<file path="config.mk">
export PLATFORM = sky130hd
export DESIGN_NAME = tdc_delay_line
export DESIGN_NICKNAME = d
export VERILOG_FILES = /design/src/rtl/tdc_pkg.sv /design/src/rtl/tdc_carry_chain.sv /design/src/rtl/tdc_delay_line.sv
export SDC_FILE = /design/constraint.sdc
export NUM_CORES = 1
export LEC_CHECK = 0
export BUFFER_PORTS_ARGS = -buffer_cell sky130_fd_sc_hd__buf_2
export CORE_MARGIN = 1.5
export CORE_UTILIZATION = 65
export DETAILED_ROUTE_END_ITERATION = 12
export PLACE_DENSITY = 0.84
export SLEW_MARGIN = 10
export SYNTH_ARGS = -nofsm -noshare
export SYNTH_HDL_FRONTEND = slang
export SYNTH_HIERARCHICAL = 1
export SYNTH_SLANG_ARGS = --single-unit
export TNS_END_PERCENT = 30
</file>
<file path="constraint.sdc">
create_clock -name clk -period 5.17 [get_ports clk]
set_input_delay 0.517 -clock clk [delete_from_list [all_inputs] [get_ports clk]]
set_output_delay 0.517 -clock clk [all_outputs]
set_load 0.01 [all_outputs]
</file>
<file path="src/rtl/tdc_pkg.sv">
// Shared definitions for the carry-chain TDC: FSM states, tap/width helpers,
// output latency and a behavioural CARRY4 carry-out function.
`default_nettype none

package tdc_pkg;

  localparam int LATENCY = 3;

  typedef enum logic [1:0] {
    IDLE     = 2'd0,
    CONVERT  = 2'd1,
    WAIT_LOW = 2'd2
  } tdc_state_e;

  function automatic int ntap(input int ncarry4);
    return 4 * ncarry4;
  endfunction

  function automatic int fine_width(input int ncarry4);
    return $clog2(4 * ncarry4 + 1);
  endfunction

  // Each CO bit propagates the running carry when S is set, else loads DI.
  function automatic logic [3:0] carry4_co(input logic ci, input logic [3:0] di,
                                           input logic [3:0] s);
    logic       c;
    logic [3:0] co;
    c  = ci;
    co = '0;
    for (int j = 0; j < 4; j++) begin
      c     = s[j] ? c : di[j];
      co[j] = c;
    end
    return co;
  endfunction

endpackage

`default_nettype wire

</file>
<file path="src/rtl/tdc_carry_chain.sv">
// Cascaded CARRY4 delay line; the hit enters stage 0 on CYINIT and every CO bit
// is exposed as a tap (tap 0 = stage 0 CO[0]).
`default_nettype none

module tdc_carry_chain
  import tdc_pkg::*;
#(
  parameter int NCARRY4 = 4
) (
  input  logic                   hit_i,
  output logic [4*NCARRY4-1:0]   taps_o
);

  logic [4*NCARRY4-1:0] co_all;

  for (genvar i = 0; i < NCARRY4; i++) begin : g_stage
    logic       ci;
    logic [3:0] co;
    if (i == 0) begin : g_first
      // CI is tied low, so the carry-in of the first stage is CYINIT alone
      assign ci = hit_i;
    end else begin : g_cascade
      assign ci = g_stage[i-1].co[3];
    end
    assign co               = carry4_co(ci, 4'h0, 4'hF);
    assign co_all[4*i +: 4] = co;
  end

  assign taps_o = co_all;

endmodule

`default_nettype wire

</file>
<file path="src/rtl/tdc_delay_line.sv">
// Carry-chain TDC: two-flop tap capture, coarse counter, popcount fine code.
// Optional macro TDC_BUBBLE_FILTER_EN enables 3-tap majority bubble filtering.
`default_nettype none

module tdc_delay_line
  import tdc_pkg::*;
#(
  parameter  int NCARRY4  = 4,
  parameter  int COARSE_W = 8,
  localparam int NTAP     = ntap(NCARRY4),
  localparam int FINE_W   = fine_width(NCARRY4)
) (
  input  logic                clk,
  input  logic                rst_n,
  input  logic                en_i,
  input  logic                hit_i,
  output logic                valid_o,
  output logic [FINE_W-1:0]   fine_o,
  output logic [COARSE_W-1:0] coarse_o,
  output logic                sat_o,
  output logic                busy_o
);

  logic [NTAP-1:0]     taps;
  logic [NTAP-1:0]     tap_q;
  logic [NTAP-1:0]     tap_qq;
  logic                tap0_d;
  logic [NTAP-1:0]     filt;
  logic [FINE_W-1:0]   pop;
  logic [FINE_W-1:0]   fine_r;
  logic [COARSE_W-1:0] coarse_cnt;
  logic [COARSE_W-1:0] coarse_q;
  logic [COARSE_W-1:0] coarse_qq;
  logic [COARSE_W-1:0] coarse_r;
  tdc_state_e          state;

  tdc_carry_chain #(
    .NCARRY4 (NCARRY4)
  ) u_chain (
    .hit_i  (hit_i),
    .taps_o (taps)
  );

`ifdef TDC_BUBBLE_FILTER_EN
  // Pad below with 1 and above with 0 so the end taps see a sane neighbour.
  logic [NTAP+1:0] ext;
`endif

  always_comb begin
    filt = tap_qq;
`ifdef TDC_BUBBLE_FILTER_EN
    ext = {1'b0, tap_qq, 1'b1};
    for (int i = 0; i < NTAP; i++) begin
      filt[i] = (ext[i] & ext[i+1]) | (ext[i] & ext[i+2]) | (ext[i+1] & ext[i+2]);
    end
`endif
    pop = '0;
    for (int i = 0; i < NTAP; i++) begin
      pop = pop + FINE_W'(filt[i]);
    end
  end

  always_ff @(posedge clk) begin
    if (!rst_n) begin
      tap_q      <= '0;
      tap_qq     <= '0;
      tap0_d     <= 1'b0;
      coarse_cnt <= '0;
      coarse_q   <= '0;
      coarse_qq  <= '0;
      coarse_r   <= '0;
      fine_r     <= '0;
      state      <= IDLE;
      valid_o    <= 1'b0;
      fine_o     <= '0;
      coarse_o   <= '0;
      sat_o      <= 1'b0;
    end else begin
      tap_q     <= taps;
      tap_qq    <= tap_q;
      tap0_d    <= tap_qq[0];
      coarse_q  <= coarse_cnt;
      coarse_qq <= coarse_q;
      if (en_i) begin
        coarse_cnt <= coarse_cnt + COARSE_W'(1);
      end
      valid_o <= 1'b0;
      if (!en_i) begin
        state <= IDLE;
      end else begin
        case (state)
          IDLE: begin
            // tap_qq now holds the capture-edge sample; coarse_qq is aligned with it
            if (tap_qq[0] && !tap0_d) begin
              state    <= CONVERT;
              fine_r   <= pop;
              coarse_r <= coarse_qq;
            end
          end
          CONVERT: begin
            state    <= WAIT_LOW;
            valid_o  <= 1'b1;
            fine_o   <= fine_r;
            coarse_o <= coarse_r;
            sat_o    <= (fine_r == FINE_W'(NTAP));
          end
          WAIT_LOW: begin
            if (!tap_qq[0]) begin
              state <= IDLE;
            end
          end
          default: state <= IDLE;
        endcase
      end
    end
  end

  assign busy_o = (state != IDLE);

endmodule

`default_nettype wire

</file>
==> results.tsv <==
stage	metric	value	unit
clocking	cts_resized	0	
die	dieArea	0.00542	mm²
grt	grt_pass1_vias	1898	
setup_path	timing.rr.start	filt[0]$_SDFF_PN0_	
synthesis	syn-cell-area	0.00324	mm²
placement	place.gp.congestion	0.801	
power	p_leak	1.40	nW
final_layout	fin_area	0.00342	mm²
placement	placed_cells	379	
power	p_total	1.22	mW
synthesis	synth-edff-count	0	
final_layout	areaGrowthSynthToFinish	5.52	%
sta	fin_setup_tns	0	ns
die	coreArea	0.00475	mm²
sta	finalHoldViolations	0	
setup_path	startpoint_type	flop	
setup_path	end_kind	flop	
routing	drt-initial-drc-count	127	
setup_path	rr_worst_depth	10	
die	dieHeight	73.6	µm
synthesis	synth_seq_cells	87	
sta	slew_headroom	0.575	
clocking	root_buffer	clkbuf_8	
synthesis	synth_cells	326	
synthesis	yosys_warnings	6	
grt	grt_pass1_wl	8.32	mm
synthesis	synth_area_leaders	dfxtp_1, and2_1, fa_1	
grt	antenna_found_initial	0	
sta	skew	0.00919	ns
final_layout	fillers	375	
setup_path	arrival	3.83	ns
routing	dr.pass1.iters	6	
routing	ant_nets	0	
routing	wl_per_cell	12.0	µm
final_layout	utilization	0.719	
final_layout	layout-drive-gt1-share	0.119	
die	num_rows	25	
sta	worst_pin_slew	0.637	ns
clocking	hold_buffers	0	
sta	period_share	0.694	
worst_hold_path	hold_path.startpoint	coarse_q[2]$_SDFF_PN0_	
worst_hold_path	min_delay_path_depth	1	
routing	drcViolationCount	0	
clocking	post_cts_buffers	0	
final_layout	seqCellArea	0.00174	mm²
synthesis	synth_top_area_frac	0.538	
sta	setup_viol	0	
synthesis	synthArstFlopShare	0	
clocking	cts.sinks	87	
setup_path	startpoint	filt[0]$_SDFF_PN0_	
clocking	htreeDepth	3	
setup_path	required	5.42	ns
worst_hold_path	hp-class	flop to flop	
grt	grt_overflow_total	0	
synthesis	yosys-top-cells-count	dfxtp_1, and2_1, nand2_1	
synthesis	synth.most_common_cell	dfxtp_1	
placement	dp_hpwl	3.13	mm
clocking	cts_buffer_depth	2	
final_layout	antenna_cells	0	
routing	viasPerCell	5.07	
power	powerDensity	356	mW/mm²
power	max-vdd-ir-drop	0.268	mV
setup_path	crit_type	flop to flop	
routing	wirelength	4.74	mm
final_layout	multi_input_comb_area	0.00124	mm²
placement	post_dp_cell_area	0.00323	mm²
die	initial_utilization	0.681	
synthesis	synth.avg_cell_area	9.94	µm²
synthesis	synth_seq_area_share	0.538	
synthesis	yosysTopAreaCell	dfxtp_1	
grt	grt_max_degree	53	
clocking	cts_tree	done	
sta	max_freq	0.279	GHz
clocking	clkLatencyLatePin	0.35	ns
synthesis	synth.distinct_cells	34	
synthesis	ys.flop_type	dfxtp_1	
final_layout	fin_cells	395	
routing	vias	2002	
grt	grtUsageTotal	0.205	
status	outcome	complete, no violations	
clocking	clk_pin_slew	0.08	ns
sta	rsz0062_at_grt	false	
setup_path	cp_max_fo	5	
synthesis	syn_nets	346	
sta	finalMaxSlewViolations	0	
die	dieWidth	73.6	µm
final_layout	finalNetCount	343	
sta	post-route-min-period	3.59	ns
job	maxCapViolations	0	
placement	portBuffers	19	
die	io_pins	20	
clocking	cts_made_buffers	9	
-- registers in the layout (all words and copies together) (netlist names), 5 cells and up --
signal      count
coarse_qq       8
tap_q          16
coarse_cnt      8
coarse_o        8
fine_r          5
coarse_q        8
filt           16
coarse_r        8
fine_o          5
-- final timing paths --
check                             to  slack (ns)
max reg2reg   fine_r[2]$_SDFFE_PN0P_        1.58
min          coarse_qq[2]$_SDFF_PN0_        0.43
max           fine_r[2]$_SDFFE_PN0P_        1.58
min reg2reg  coarse_qq[2]$_SDFF_PN0_        0.43
-- kinds of logic (layout without fill, tap and decap cells) --
| group | Yosys count | after routing | synth area share |
|---|---|---|---|
| AND/OR/NAND/NOR | 118 | 118 | 0.199 |
| flip-flops | 87 | 87 | 0.538 |
| buffers and inverters | 50 | 52 | 0.0788 |
| AO/OA/AOI/OAI | 48 | 48 | 0.0792 |
| adder cells (fa/ha/maj) | 16 | 16 | 0.0850 |
| XOR/XNOR | 5 | 5 | 0.0135 |
| multiplexers | 2 | 2 | 0.00657 |
-- power by group --
group / switching, mW / total (mW) / internal (mW)
combinational: 0.0496 / 0.0845 / 0.0349
sequential: 0.00772 / 0.694 / 0.686
clock: 0.225 / 0.439 / 0.214
-- cell type report --
cell class	instances	share of cell area
sequential	87	0.510
inverter	17	0.0187
multi-input combinational	189	0.363
clock buffer	12	0.0483
tap	67	0.0245
timing repair buffer	19	0.0278
clock inverter	4	0.00769
-- metal layers --
layer,share of wire,global-route usage,routed length (µm),vias up
li1,-,-,-,1031
met1,0.48,0.254,2270,919
met2,0.46,0.324,2190,43
met3,0.042,0.0741,199,9
met4,0.017,0.0864,83,0
met5,0,0,0,-
-- cell usage in the layout (no fill, tap or decap), types with 2 or more instances in the layout --
cell type / n
buf_2: 19
xnor2_1: 2
fa_1: 10
or4_1: 2
and2_1: 49
ha_1: 6
nand3_1: 13
nor3_1: 2
inv_1: 15
inv_2: 2
nand3b_1: 3
nor2_1: 7
clkinv_2: 2
nand4_1: 2
o21ai_0: 14
nand2_1: 32
a21oi_1: 30
dfxtp_1: 87
and3b_1: 2
xor2_1: 3
clkbuf_8: 12
-- through the flow --
step,setup WS [ns],hold slack [ns]
2_1_floorplan,1.78,0.412
3_3_place_gp,1.71,0.415
3_5_place_dp,1.62,0.418
4_1_cts,1.55,0.434
5_1_grt,1.46,0.458
6_report,1.58,0.429
-- critical path, stage by stage, from the launching register on --
cell and delay (ns):
dfxtp_1 0.36, fa_1 0.54, inv_1 0.05, fa_1 0.53
fa_1 0.44, fa_1 0.51, inv_1 0.05, ha_1 0.20
fa_1 0.40, xnor2_1 0.14, a311oi_1 0.26
(Power assumes the default switching activity.)
